<file path="src/rtl/ad2s1210_pkg.sv">
// Shared constants and state encoding for the AD2S1210 master configuration sequencer.
package ad2s1210_pkg;

  localparam logic [7:0] ADDR_EXC   = 8'h91;
  localparam logic [7:0] ADDR_CTRL  = 8'h92;
  localparam logic [7:0] ADDR_FAULT = 8'hFF;

  // One byte frame spans this many CLK_DIV-long steps, inter-frame gap included.
  localparam int unsigned FRAME_STEPS = 20;

  typedef enum logic [3:0] {
    ST_IDLE,
    ST_SETTLE,
    ST_EXC_A,
    ST_EXC_D,
    ST_CTL_A,
    ST_CTL_D,
    ST_FLT_A,
    ST_FLT_D,
    ST_CHECK,
    ST_CLEAR,
    ST_DONE,
    ST_FAIL
  } cfg_state_e;

endpackage

</file>
<file path="src/rtl/ad2s1210_spi_byte.sv">
// One-byte serial frame engine: WR_N framing, SCLK generation, MSB-first shift out/in.
module ad2s1210_spi_byte
  import ad2s1210_pkg::*;
#(
  parameter int unsigned CLK_DIV = 4
) (
  input  logic       CLK_IN,
  input  logic       RST,
  input  logic       start,
  input  logic       abort,
  input  logic [7:0] tx,
  input  logic       SDO,
  output logic [7:0] rx,
  output logic       done,
  output logic       WR_N,
  output logic       SCLK,
  output logic       SDI
);

  localparam int unsigned DC_W      = $clog2(CLK_DIV);
  localparam int unsigned ST_W      = $clog2(FRAME_STEPS + 1);
  localparam int unsigned LAST_BIT  = 16;
  localparam int unsigned GAP_START = 18;

  logic            busy;
  logic [DC_W-1:0] dc;
  logic [ST_W-1:0] st;
  logic [ST_W-1:0] ns;
  logic [7:0]      sr;
  logic            step_end;

  assign step_end = (dc == DC_W'(CLK_DIV - 1));
  assign ns       = st + ST_W'(1);
  assign SDI      = sr[7];

  // Steps 1..16 alternate SCLK low/high; odd steps capture SDO, even steps advance SDI.
  always_ff @(posedge CLK_IN or posedge RST) begin
    if (RST) begin
      busy <= 1'b0;
      dc   <= '0;
      st   <= '0;
      sr   <= '0;
      rx   <= '0;
      done <= 1'b0;
      WR_N <= 1'b1;
      SCLK <= 1'b1;
    end else if (abort) begin
      busy <= 1'b0;
      dc   <= '0;
      st   <= '0;
      sr   <= '0;
      done <= 1'b0;
      WR_N <= 1'b1;
      SCLK <= 1'b1;
    end else if (start) begin
      busy <= 1'b1;
      dc   <= '0;
      st   <= '0;
      sr   <= tx;
      done <= 1'b0;
      WR_N <= 1'b0;
      SCLK <= 1'b1;
    end else if (busy) begin
      done <= (st == ST_W'(FRAME_STEPS - 1)) && (dc == DC_W'(CLK_DIV - 2));
      if (step_end) begin
        dc <= '0;
        st <= ns;
        if (ns <= ST_W'(LAST_BIT)) begin
          SCLK <= ~ns[0];
          if (ns[0]) rx <= {rx[6:0], SDO};
          else       sr <= {sr[6:0], 1'b0};
        end
        if (ns == ST_W'(GAP_START))   WR_N <= 1'b1;
        if (ns == ST_W'(FRAME_STEPS)) busy <= 1'b0;
      end else begin
        dc <= dc + DC_W'(1);
      end
    end
  end

endmodule

</file>
<file path="src/rtl/ad2s1210_cfg.sv">
// Post-reset configuration and fault check of the master AD2S1210; gates slave release via MASTER_OK.
module ad2s1210_cfg
  import ad2s1210_pkg::*;
#(
  parameter int unsigned CLK_DIV    = 4,
  parameter int unsigned SETTLE_CYC = 2000,
  parameter logic [7:0]  EXC_FREQ   = 8'h28,
  parameter logic [7:0]  CTRL_WORD  = 8'h7E,
  parameter int unsigned MAX_RETRY  = 3
) (
  input  logic       CLK_IN,
  input  logic       RST,
  input  logic       REST_master,
  input  logic       SDO,
  output logic       A0,
  output logic       A1,
  output logic       WR_N,
  output logic       SCLK,
  output logic       SDI,
  output logic       SAMPLE_N,
  output logic       MASTER_OK,
  output logic       CFG_FAIL,
  output logic [7:0] FAULT_CODE,
  output logic       BUSY
);

  localparam int unsigned CNT_W = $clog2(SETTLE_CYC + 2 * CLK_DIV + 1);
  localparam int unsigned RTY_W = $clog2(MAX_RETRY + 1);

  cfg_state_e       state;
  cfg_state_e       next_state;
  logic [CNT_W-1:0] cnt;
  logic [RTY_W-1:0] retry;
  logic             busy_q;
  logic             start_c;
  logic             abort_c;
  logic [7:0]       tx_c;
  logic [7:0]       rx;
  logic             done;

  assign A0   = busy_q;
  assign A1   = busy_q;
  assign BUSY = busy_q;

  always_ff @(posedge CLK_IN or posedge RST) begin
    if (RST) state <= ST_IDLE;
    else     state <= next_state;
  end

  // Next state, frame launch and byte selection; a dropped REST_master overrides everything but FAIL.
  always_comb begin
    next_state = state;
    tx_c       = 8'h00;
    abort_c    = !REST_master && (state != ST_FAIL);
    unique case (state)
      ST_IDLE:   if (REST_master) next_state = ST_SETTLE;
      ST_SETTLE: if (cnt == CNT_W'(SETTLE_CYC - 1)) next_state = ST_EXC_A;
      ST_EXC_A:  if (done) next_state = ST_EXC_D;
      ST_EXC_D:  if (done) next_state = ST_CTL_A;
      ST_CTL_A:  if (done) next_state = ST_CTL_D;
      ST_CTL_D:  if (done) next_state = ST_FLT_A;
      ST_FLT_A:  if (done) next_state = ST_FLT_D;
      ST_FLT_D:  if (done) next_state = ST_CHECK;
      ST_CHECK: begin
        if (FAULT_CODE == 8'h00)            next_state = ST_DONE;
        else if (retry < RTY_W'(MAX_RETRY)) next_state = ST_CLEAR;
        else                                next_state = ST_FAIL;
      end
      ST_CLEAR:  if (cnt == CNT_W'(2 * CLK_DIV - 1)) next_state = ST_SETTLE;
      default:   next_state = state;
    endcase
    if (abort_c) next_state = ST_IDLE;

    case (next_state)
      ST_EXC_A: tx_c = ADDR_EXC;
      ST_EXC_D: tx_c = EXC_FREQ;
      ST_CTL_A: tx_c = ADDR_CTRL;
      ST_CTL_D: tx_c = CTRL_WORD;
      ST_FLT_A: tx_c = ADDR_FAULT;
      default:  tx_c = 8'h00;
    endcase
    start_c = (next_state inside {ST_EXC_A, ST_EXC_D, ST_CTL_A, ST_CTL_D, ST_FLT_A, ST_FLT_D})
              && (next_state != state);
  end

  // Registered outputs and counters, all decoded from the upcoming state.
  always_ff @(posedge CLK_IN or posedge RST) begin
    if (RST) begin
      cnt        <= '0;
      retry      <= '0;
      busy_q     <= 1'b0;
      SAMPLE_N   <= 1'b1;
      MASTER_OK  <= 1'b0;
      CFG_FAIL   <= 1'b0;
      FAULT_CODE <= 8'h00;
    end else begin
      cnt <= (next_state != state) ? '0 : cnt + CNT_W'(1);
      if (abort_c) retry <= '0;
      else if (state == ST_CHECK && next_state == ST_CLEAR) retry <= retry + RTY_W'(1);
      if (state == ST_FLT_D && next_state == ST_CHECK) FAULT_CODE <= rx;
      busy_q    <= !(next_state inside {ST_IDLE, ST_DONE, ST_FAIL});
      SAMPLE_N  <= (next_state != ST_CLEAR);
      MASTER_OK <= (next_state == ST_DONE);
      CFG_FAIL  <= (next_state == ST_FAIL);
    end
  end

  ad2s1210_spi_byte #(
    .CLK_DIV(CLK_DIV)
  ) u_spi (
    .CLK_IN(CLK_IN),
    .RST   (RST),
    .start (start_c),
    .abort (abort_c),
    .tx    (tx_c),
    .SDO   (SDO),
    .rx    (rx),
    .done  (done),
    .WR_N  (WR_N),
    .SCLK  (SCLK),
    .SDI   (SDI)
  );

endmodule

</file>
<file path="config.mk">
export PLATFORM = sky130hd
export DESIGN_NAME = ad2s1210_cfg
export DESIGN_NICKNAME = d
export VERILOG_FILES = /design/src/rtl/ad2s1210_pkg.sv /design/src/rtl/ad2s1210_spi_byte.sv /design/src/rtl/ad2s1210_cfg.sv
export SDC_FILE = /design/constraint.sdc
export NUM_CORES = 1
export LEC_CHECK = 0
export CORE_ASPECT_RATIO = 0.8
export CORE_MARGIN = 8
export CORE_UTILIZATION = 25
export DETAILED_ROUTE_END_ITERATION = 6
export GPL_TIMING_DRIVEN = 1
export PLACE_DENSITY = 0.41
export SYNTH_ARGS = -nofsm -noshare
export SYNTH_HDL_FRONTEND = slang
export SYNTH_HIERARCHICAL = 1
export SYNTH_SLANG_ARGS = --single-unit
</file>
<file path="constraint.sdc">
create_clock -name CLK_IN -period 3.7 [get_ports CLK_IN]
set_input_delay 0.74 -clock CLK_IN [delete_from_list [all_inputs] [get_ports CLK_IN]]
set_output_delay 0.74 -clock CLK_IN [all_outputs]
set_load 0.005 [all_outputs]
</file>
Word level (Yosys, flattened, before mapping) --
Cells that the tools add are included.
Storage, ports and cells: register bits 56, bits in latches 0, memory bits (writable) 0, bits in read-only memories 0, input port bits 4, output and inout bits 17, logic and storage cells 126, memories kept 0
Cells by class: add/sub/neg operators 4, multipliers 0, divide/modulo/power cells 0, magnitude comparators 2, eq/ne operators 30, shifts and indexed selects 0, mux-type cells 49, bitwise logic cells 3, reductions and logical operators 22
Operators by type and width (number):
- 2-to-1 mux 8 bit | 6
- 2-to-1 mux 4 bit | 10
- case mux 4 bit (10 select lines) | 1
- case mux 8 bit (5 select lines) | 1
- equality test 4 x 3 -> 1 bit (second input constant) | 8
- equality test 4 bit (second input constant) | 6
- 2-to-1 mux 5 bit | 4
- 2-to-1 mux 1 bit | 18
- equality test 4 x 2 -> 1 bit (second input constant) | 4
- 2-to-1 mux 2 bit | 8
- equality test 5 bit (second input constant) | 3
- nonzero test 3 bit | 5
- adder 11 x 1 -> 11 bit (second input constant) | 1
- equality test 11 bit (second input constant) | 1
- equality test 11 x 3 -> 1 bit (second input constant) | 1
- 2-to-1 mux 11 bit | 1
- zero test 4 bit | 2
- zero test 8 bit | 1
- != test 4 bit (second input constant) | 2
- AND reduction 3 bit | 2
- AND reduction 6 bit | 1
- nonzero test 6 bit | 1
- adder 5 x 1 -> 5 bit (second input constant) | 1
- <= comparator 5 bit (second input constant) | 1
- 12 further kinds | 21

Logic depth before layout (Yosys ltp) --
Gate-level depths: netlist of run 1.
word-level depth 10, gate-level depth with buffers 13, mapped depth without buffers 11

Cells and area by module --
The synthesis of run 1 kept the hierarchy.
By module, submodules not included:
- ad2s1210_cfg | instances 1, cells each 165, area each 1634.1 um^2, seq. area each 726.9 um^2
- ad2s1210_spi_byte | instances 1, cells each 127, area each 1420.1 um^2, seq. area each 678.2 um^2

Worst setup path before layout of run 1 --
No wires, ideal clock.
path kind input -> register, from input REST_master, to register u_spi.sr[1], setup time 0.125 ns, arrival 3.242 ns, required time 3.575 ns, path slack 0.333 ns, stages 10, path buffers 1, cell sequence or3b_2 -> a211oi_1 -> a221oi_1 -> mux2_2 -> o2111ai_1 -> nor2b_1 -> clkbuf_1 -> or2_2 -> a221oi_4 -> mux2_2
Between the ends: word-level cells in the longest chain between the ends 8, elaborated cells between the ends (all ways) 22, those cells by class eq/ne (8); mux (6); reduce/logical (8)
RTL lines:
- start, declared | RTL line ad2s1210_cfg.sv:13 | input logic REST_master,
- 2-to-1 mux 4 bit or zero test 1 bit (tied branches) | RTL line ad2s1210_cfg.sv:56, ad2s1210_cfg.sv:54
- case mux 4 bit (10 select lines) or logical AND 1 bit (tied branches) | RTL line ad2s1210_cfg.sv:55, ad2s1210_cfg.sv:54
- 2-to-1 mux 4 bit (*) | RTL line ad2s1210_cfg.sv:72 | if (abort_c) next_state = ST_IDLE;
- equality test 4 x 2 -> 1 bit or equality test 4 x 3 -> 1 bit (tied branches) | RTL line ad2s1210_cfg.sv:82 | start_c = (next_state inside {ST_EXC_A, ST_EXC_D, ST_CTL_A, ST_CTL_D, ST_FLT_A, ST_FLT_D})
- nonzero test 6 bit | RTL line ad2s1210_cfg.sv:82
- logical AND 1 bit (*) | RTL line ad2s1210_cfg.sv:83 | && (next_state != state);
- net start_c | RTL line ad2s1210_cfg.sv:35 | logic start_c;
- != test 3 bit (no line) (tied with other cells)
- AND reduction 4 bit (no line) or 2-to-1 mux 8 bit (tied branches)
- end signal, assigned | RTL line ad2s1210_spi_byte.sv:59 | sr <= tx;
- end signal, assigned | RTL line ad2s1210_spi_byte.sv:71 | else sr <= {sr[6:0], 1'b0};
- end, declared | RTL line ad2s1210_spi_byte.sv:29 | logic [7:0] sr;
Mark *: on every way through the listed nets, which the timed path passes. The rest lies on a longest branch. A chain may end at the register's enable or synchronous reset.

Final worst setup path of run 1 --
from input REST_master, to register u_spi.sr[3]
Same word-level chain as after synthesis.

==> results of run 1 <==
cells in the mapped netlist (2+ instances only):
master	n
a211oi_1	5
a21oi_1	5
and2_1	3
and3_1	6
buf_2	4
buf_4	3
clkbuf_1	11
dfrtp_1	53
dfstp_2	3
ha_1	7
inv_1	8
mux2_2	24
mux2i_1	9
nand2_1	15
nand2b_1	3
nand3_1	7
nand3b_1	3
nand4b_1	2
nor2_1	44
nor2b_1	5
nor3_1	5
nor4_1	3
o21ai_0	5
or2_2	2
or3b_2	3
xnor2_1	13
xor2_1	6
state kept, by name (all words and copies together) (netlist names), 2 cells and up:
signal / cells
state: 4
u_spi/rx: 8
u_spi/st: 5
FAULT_CODE: 8
cnt: 11
u_spi/dc: 2
u_spi/sr: 8
retry: 2
how the worst min path moves through the flow:
| stage | depth (start not counted) | to |
|---|---|---|
| global route | 1 | cnt[0] |
| floorplan | 1 | cnt[0] |
| global placement | 1 | cnt[0] |
| detailed placement | 1 | cnt[0] |
| CTS | 1 | cnt[0] |
| finish | 1 | cnt[0] |
power groups by stage:
stage	combinational, W	clock, W	sequential (W)
final	0.0000883	0.000619	0.000635
after global routing	0.000102	0.000662	0.000638
after CTS	0.0000914	0.000634	0.000635
after detailed placement	0.0000909	0	0.000647
after global placement	0.0000905	0	0.000647
after floorplan	0.0000643	0	0.000642
worst max-delay path, stage by stage:
cell and delay, ns:
clkdlybuf4s50_1 0.47, or3b_2 0.44, a211oi_1 0.28, a221oi_1 0.11, mux2_2 0.25, o2111ai_1 0.13
nor2b_1 0.17, or2_2 0.33, a221oi_4 0.24, buf_12 0.16, mux2_2 0.32
final cells by class:
type                            count  area share
Inverter                            8     0.00821
Clock buffer                        6      0.0352
Timing Repair Buffer               34      0.0869
Tap cell                          152      0.0520
Sequential cell                    56       0.384
Multi-Input combinational cell    208       0.417
Clock inverter                      2      0.0164
cells by family after synthesis:
group / count (synthesis)
muxes: 34
xor gates and xnor gates: 19
buffers and inverters: 28
adders and majority gates: 7
and+or+nand+nor: 114
AOI/OAI and AO/OA: 34
DFF: 56
through the flow:
stage | total power, W | TNS, ns | util
2_1_floorplan | 0.000707 | 0 | -
3_3_place_gp | 0.000738 | -0.771 | 0.287
3_5_place_dp | 0.000738 | -0.290 | 0.287
4_1_cts | 0.00136 | 0 | 0.303
5_1_grt | 0.00140 | 0 | 0.303
6_report | 0.00134 | 0 | 0.303
per-layer routing:
metal  up-vias  wire length [µm]  track usage
li1       1055                 -            -
met1      1028              3580        0.121
met2        23              2640        0.126
met3         8               256       0.0228
met4         0                88       0.0303
met5         -                 0            0
repair_timing:
action	in CTS	in global routing
gates resized for setup	0	1
buffers inserted	0	0
setup endpoints to repair	0	10
==> reports/qor.csv, run 1 <==
stage,metric,value,unit
setup_path,arrival,3.66,ns
timing,drv_slew,0,
cells_and_area,drive_above_1_share,0.207,
synthesis,synth_edf_count,0,
detailed_routing,drcViolationCount,0,
worst_hold_path,min_path_type,reg2reg,
setup_path,r2r-end,u_spi/sr[3],
synthesis,syn_nets,303,
timing,finalCritPeriodShare,0.940,
placement,dpl.hpwl,4650,µm
cells_and_area,area_delta_synth_final,19.7,%
timing,final-hold-violation-count,0,
die,io_pins,21,
synthesis,ys_seq_elements,56,
die,rows,36,
setup_path,startpoint_type,input pin,
setup_path,r2r_start,state[1],
setup_path,reg2regPathDepth,11,
detailed_routing,firstDrtPassIters,4,
cells_and_area,num-fill-cells,1260,
flow_run,cap_violations,0,
placement,placedCellCount,458,
synthesis,synth_area,3050,µm²
setup_path,startpoint,REST_master,
detailed_routing,wl,6570,µm
pwr,p_sw,0.000292,W
pwr,power.share.switching,0.218,
placement,placed_area,3460,µm²
timing,fin_crit,3.48,ns
placement,gp_congestion,0.732,
cts,htree_levels,2,
setup_path,worstPathRequired,3.88,ns
cts,path_clk_slew,0.07,ns
timing,rsz0062_at_grt,no,
die,die_h,115,µm
die,start_util,0.253,
cells_and_area,multiInputGateArea,1530,µm²
cts,cts_hold_buffers,0,
synthesis,yosys_warnings,6,
cts,cts-root-buf,clkbuf_16,
timing,worst_slack,0.221,ns
timing,fin_hold_ws,0.458,ns
cts,cts_buffers,5,
cells_and_area,final_cells,466,
global_route,antenna_found_initial,0,
global_route,globalRouteTotalUtil,0.0867,
synthesis,syn_area_per_cell,10.5,µm²
cells_and_area,antenna_cells,0,
detailed_routing,postRouteAntennaNets,0,
worst_hold_path,worstHoldStart,cnt[0],
pwr,vdd_drop_max,231,µV
run_status,status,finished clean,
timing,finClkSkew,0.00531,ns
cells_and_area,fin_area,3660,µm²
synthesis,synth_compound_area_frac,0.0950,
timing,max_freq,287,MHz
detailed_routing,wl_per_cell,14.1,µm
global_route,grt_pass1_vias,2188,
cells_and_area,final_common_cell,dfrtp_1,
setup_path,crit_path_end_kind,register,
timing,report.final.setup_viol,0,
global_route,grt_pass1_wl,11300,µm
synthesis,yosys.area_share.simple,0.198,
placement,place_ws,-0.0474,ns
detailed_routing,drtIter0Drc,199,
global_route,grt-ovfl-total,0,
synthesis,synth_xor_area_frac,0.0545,
synthesis,yosys.area.top_type,dfrtp_1,
die,core,12100,µm²
pwr,p_int,0.00105,W
pwr,power.leakage,1.57,nW
cts,cts_tree,done,
synthesis,synth-async-reset-ratio,1.00,
synthesis,synth.top_cell.area_share,0.434,
die,floorplan.die_area,16000,µm²
detailed_routing,via_per_inst,4.54,
synthesis,synth-seq-area-share,0.460,
die,fp.dieW,140,µm
cts,clock_path_buffers,2,
synthesis,synth.area.top_cells,"dfrtp_1, mux2_2, nor2_1, xnor2_1, mux2i_1",
pwr,clockPowerShare,0.461,
cts,cts.sinks,56,
setup_path,critPathMaxFanout,7,
detailed_routing,num_vias,2114,
cells_and_area,seqCellArea,1410,µm²
global_route,grt_max_degree,30,
synthesis,synth_top_family_by_area,simple AND/OR/NAND/NOR gates,
pwr,combPwrFrac,0.066,
synthesis,synthMuxAreaShare,0.122,
timing,tightest_slew,0.792,ns
timing,relSlewSlack,0.472,
synthesis,synthesis.instances,292,
setup_path,rrSetupSlack,0.46,ns
synthesis,synthAdderAreaFrac,0.0287,
cts,worstSkewPairLatency,0.30,ns
pwr,p_seq_frac,0.473,
setup_path,critPathKind,in2reg,
setup_path,endpoint,u_spi/sr[3],
pwr,power.density,367,nW/µm²
placement,io_buffers,20,
cells_and_area,final_cell_mix,"dfrtp_1, nor2_1, mux2_2",
synthesis,synth_cell_types,62,
synthesis,synth_ff_type,dfrtp_1,
cells_and_area,nNetsFinal,324,
No activity file was read; power rests on OpenSTA's default activity.
==> run 2, diff against run 1 <==
Settings changed: PLACE_DENSITY 0.41 to unset.
==> reports/qor.csv, run 2 (synthesis gave the netlist of run 1 again) <==
stage,metric,value,unit
cells_and_area,antenna_cells,0,
detailed_routing,met2_length,2810,µm
detailed_routing,via_per_inst,4.57,
global_route,antenna_found_initial,0,
cts,path_clk_slew,0.07,ns
setup_path,path_cells,clkdlybuf4s50_1 > or3b_2 > a211oi_1 > a221oi_1 > mux2_2 > o2111ai_1 > nor2b_1 > or2_2 > a221oi_4 > buf_4 > mux2_2,
global_route,grt_pass1_wl,11100,µm
placement,dpl.hpwl,4530,µm
detailed_routing,wl_per_cell,13.5,µm
global_route,globalRouteTotalUtil,0.0856,
die,rows,36,
die,floorplan.die_area,16000,µm²
pwr,clockPowerShare,0.457,
placement,gp_congestion,0.764,
cells_and_area,largest_register_ffs,11,
die,core,12100,µm²
timing,tightest_slew,1.05,ns
detailed_routing,drtIter0Drc,152,
timing,finClkSkew,0.00541,ns
cts,worstSkewPairLatency,0.30,ns
setup_path,crit_path_end_kind,register,
detailed_routing,firstDrtPassIters,4,
setup_path,startpoint_type,input pin,
detailed_routing,postRouteAntennaNets,0,
cells_and_area,final_cells,462,
global_route,grt_pass1_vias,2152,
cts,cts-root-buf,clkbuf_16,
worst_hold_path,min_path_type,reg2reg,
cts,cts_tree,done,
cells_and_area,largest_register,cnt,
pwr,p_sw,0.000280,W
cts,postCtsSetupBuffers,0,
cts,cts.sinks,56,
timing,rsz0062_at_grt,no,
detailed_routing,drcViolationCount,0,
pwr,p_seq_frac,0.479,
cells_and_area,nNetsFinal,320,
timing,report.final.setup_viol,0,
timing,final-hold-violation-count,0,
cells_and_area,final_util,0.299,
cells_and_area,area_delta_synth_final,18.4,%
detailed_routing,routed-wl-met3,189,µm
run_status,status,finished clean,
setup_path,crit_top_cell,mux2_2,
cts,cts_buffers,5,
timing,fin_crit,3.45,ns
global_route,grt_max_degree,30,
setup_path,cp_slowest_cell,clkdlybuf4s50_1,
detailed_routing,wl,6260,µm
pwr,vdd_drop_max,180,µV
flow_run,cap_violations,0,
setup_path,critPathMaxFanout,7,
pwr,power.density,367,nW/µm²
cells_and_area,drive_above_1_share,0.197,
setup_path,arrival,3.64,ns
timing,drv_slew,0,
setup_path,critPathKind,in2reg,
cells_and_area,final_common_cell,dfrtp_1,
pwr,combPwrFrac,0.064,
detailed_routing,met1_length,3130,µm
pwr,power.share.switching,0.211,
die,die_h,115,µm
cts,clock_path_buffers,2,
placement,io_buffers,20,
pwr,power.leakage,1.55,nW
timing,finalCritPeriodShare,0.933,
global_route,grt-ovfl-total,0,
setup_path,worstPathRequired,3.88,ns
timing,relSlewSlack,0.298,
timing,finalSetupTns,0,ns
cts,htree_levels,2,
timing,max_freq,290,MHz
die,start_util,0.253,
die,io_pins,21,
detailed_routing,num_vias,2113,
pwr,p_total,0.00133,W
detailed_routing,top_layer,met4,
die,fp.dieW,140,µm
placement,placedCellCount,454,
pwr,p_int,0.00105,W
cells_and_area,final_cell_mix,"dfrtp_1, nor2_1, mux2_2",
setup_path,slowest_delay,0.48,ns
[run 2: cell types whose count changed in the layout (fill, tap and decap cells not counted)]
cell and delta:
buf_4 -3, buf_12 -1
[run 2: timing repair]
item                                    in CTS  in global routing
resized for setup                            0                  1
hold buffers                                 0                  0
endpoints found under the setup margin       0                 15
[run 2: critical path, delay by kind of cell]
kind	cells	cell delay, ns
AOI/OAI and AO/OA	4	0.68
and+or+nand+nor	3	0.94
buffers and inverters	2	0.68
muxes	2	0.59
[run 2: worst paths after layout]
| check | from | endpoint | slack, ns | depth (start not counted) |
|---|---|---|---|---|
| max in group asynchronous | RST | u_spi/st[1] | 2.02 | 2 |
| hold / removal | cnt[0] | cnt[0] | 0.47 | 1 |
| min in group asynchronous | RST | FAULT_CODE[1] | 0.84 | 3 |
| hold reg to reg | cnt[0] | cnt[0] | 0.47 | 1 |
| setup reg to reg | FAULT_CODE[1] | u_spi/sr[6] | 0.36 | 10 |
| setup / recovery | REST_master | u_spi/sr[6] | 0.25 | 11 |
[run 2: area by class of cell]
| class | count | area [µm²] |
|---|---|---|
| fillers | 1271 | 8460 |
| multi-input cells | 208 | 1530 |
| flip-flops and latches | 56 | 1410 |
| repair buffers | 30 | 275 |
| well taps | 152 | 190 |
| clock buffers | 6 | 129 |
| clock inverters | 2 | 60.1 |
| inverters | 8 | 30.0 |
[run 2: routing by layer]
metal,track usage,up-vias
li1,-,1048
met1,0.115,1030
met2,0.126,27
met3,0.0237,8
met4,0.0390,0
met5,0,-
[run 2: power groups by stage]
| stage | clock network [W] | registers [W] | logic (W) |
|---|---|---|---|
| final | 0.000606 | 0.000636 | 0.0000850 |
| after global routing | 0.000648 | 0.000638 | 0.0000951 |
| after CTS | 0.000619 | 0.000636 | 0.0000871 |
| after detailed placement | 0 | 0.000648 | 0.0000869 |
| after global placement | 0 | 0.000646 | 0.0000849 |
| after floorplan | 0 | 0.000642 | 0.0000643 |
[run 2: metrics by stage]
step | setup WS (ns) | instance area [µm²] | hold WS, ns
after floorplan | 0.333 | 3050 | 0.431
after global placement | -0.00564 | 3420 | 0.446
after detailed placement | -0.0357 | 3420 | 0.457
after CTS | 0.240 | 3610 | 0.467
after global routing | 0.0409 | 3610 | 0.514
final | 0.248 | 3610 | 0.473
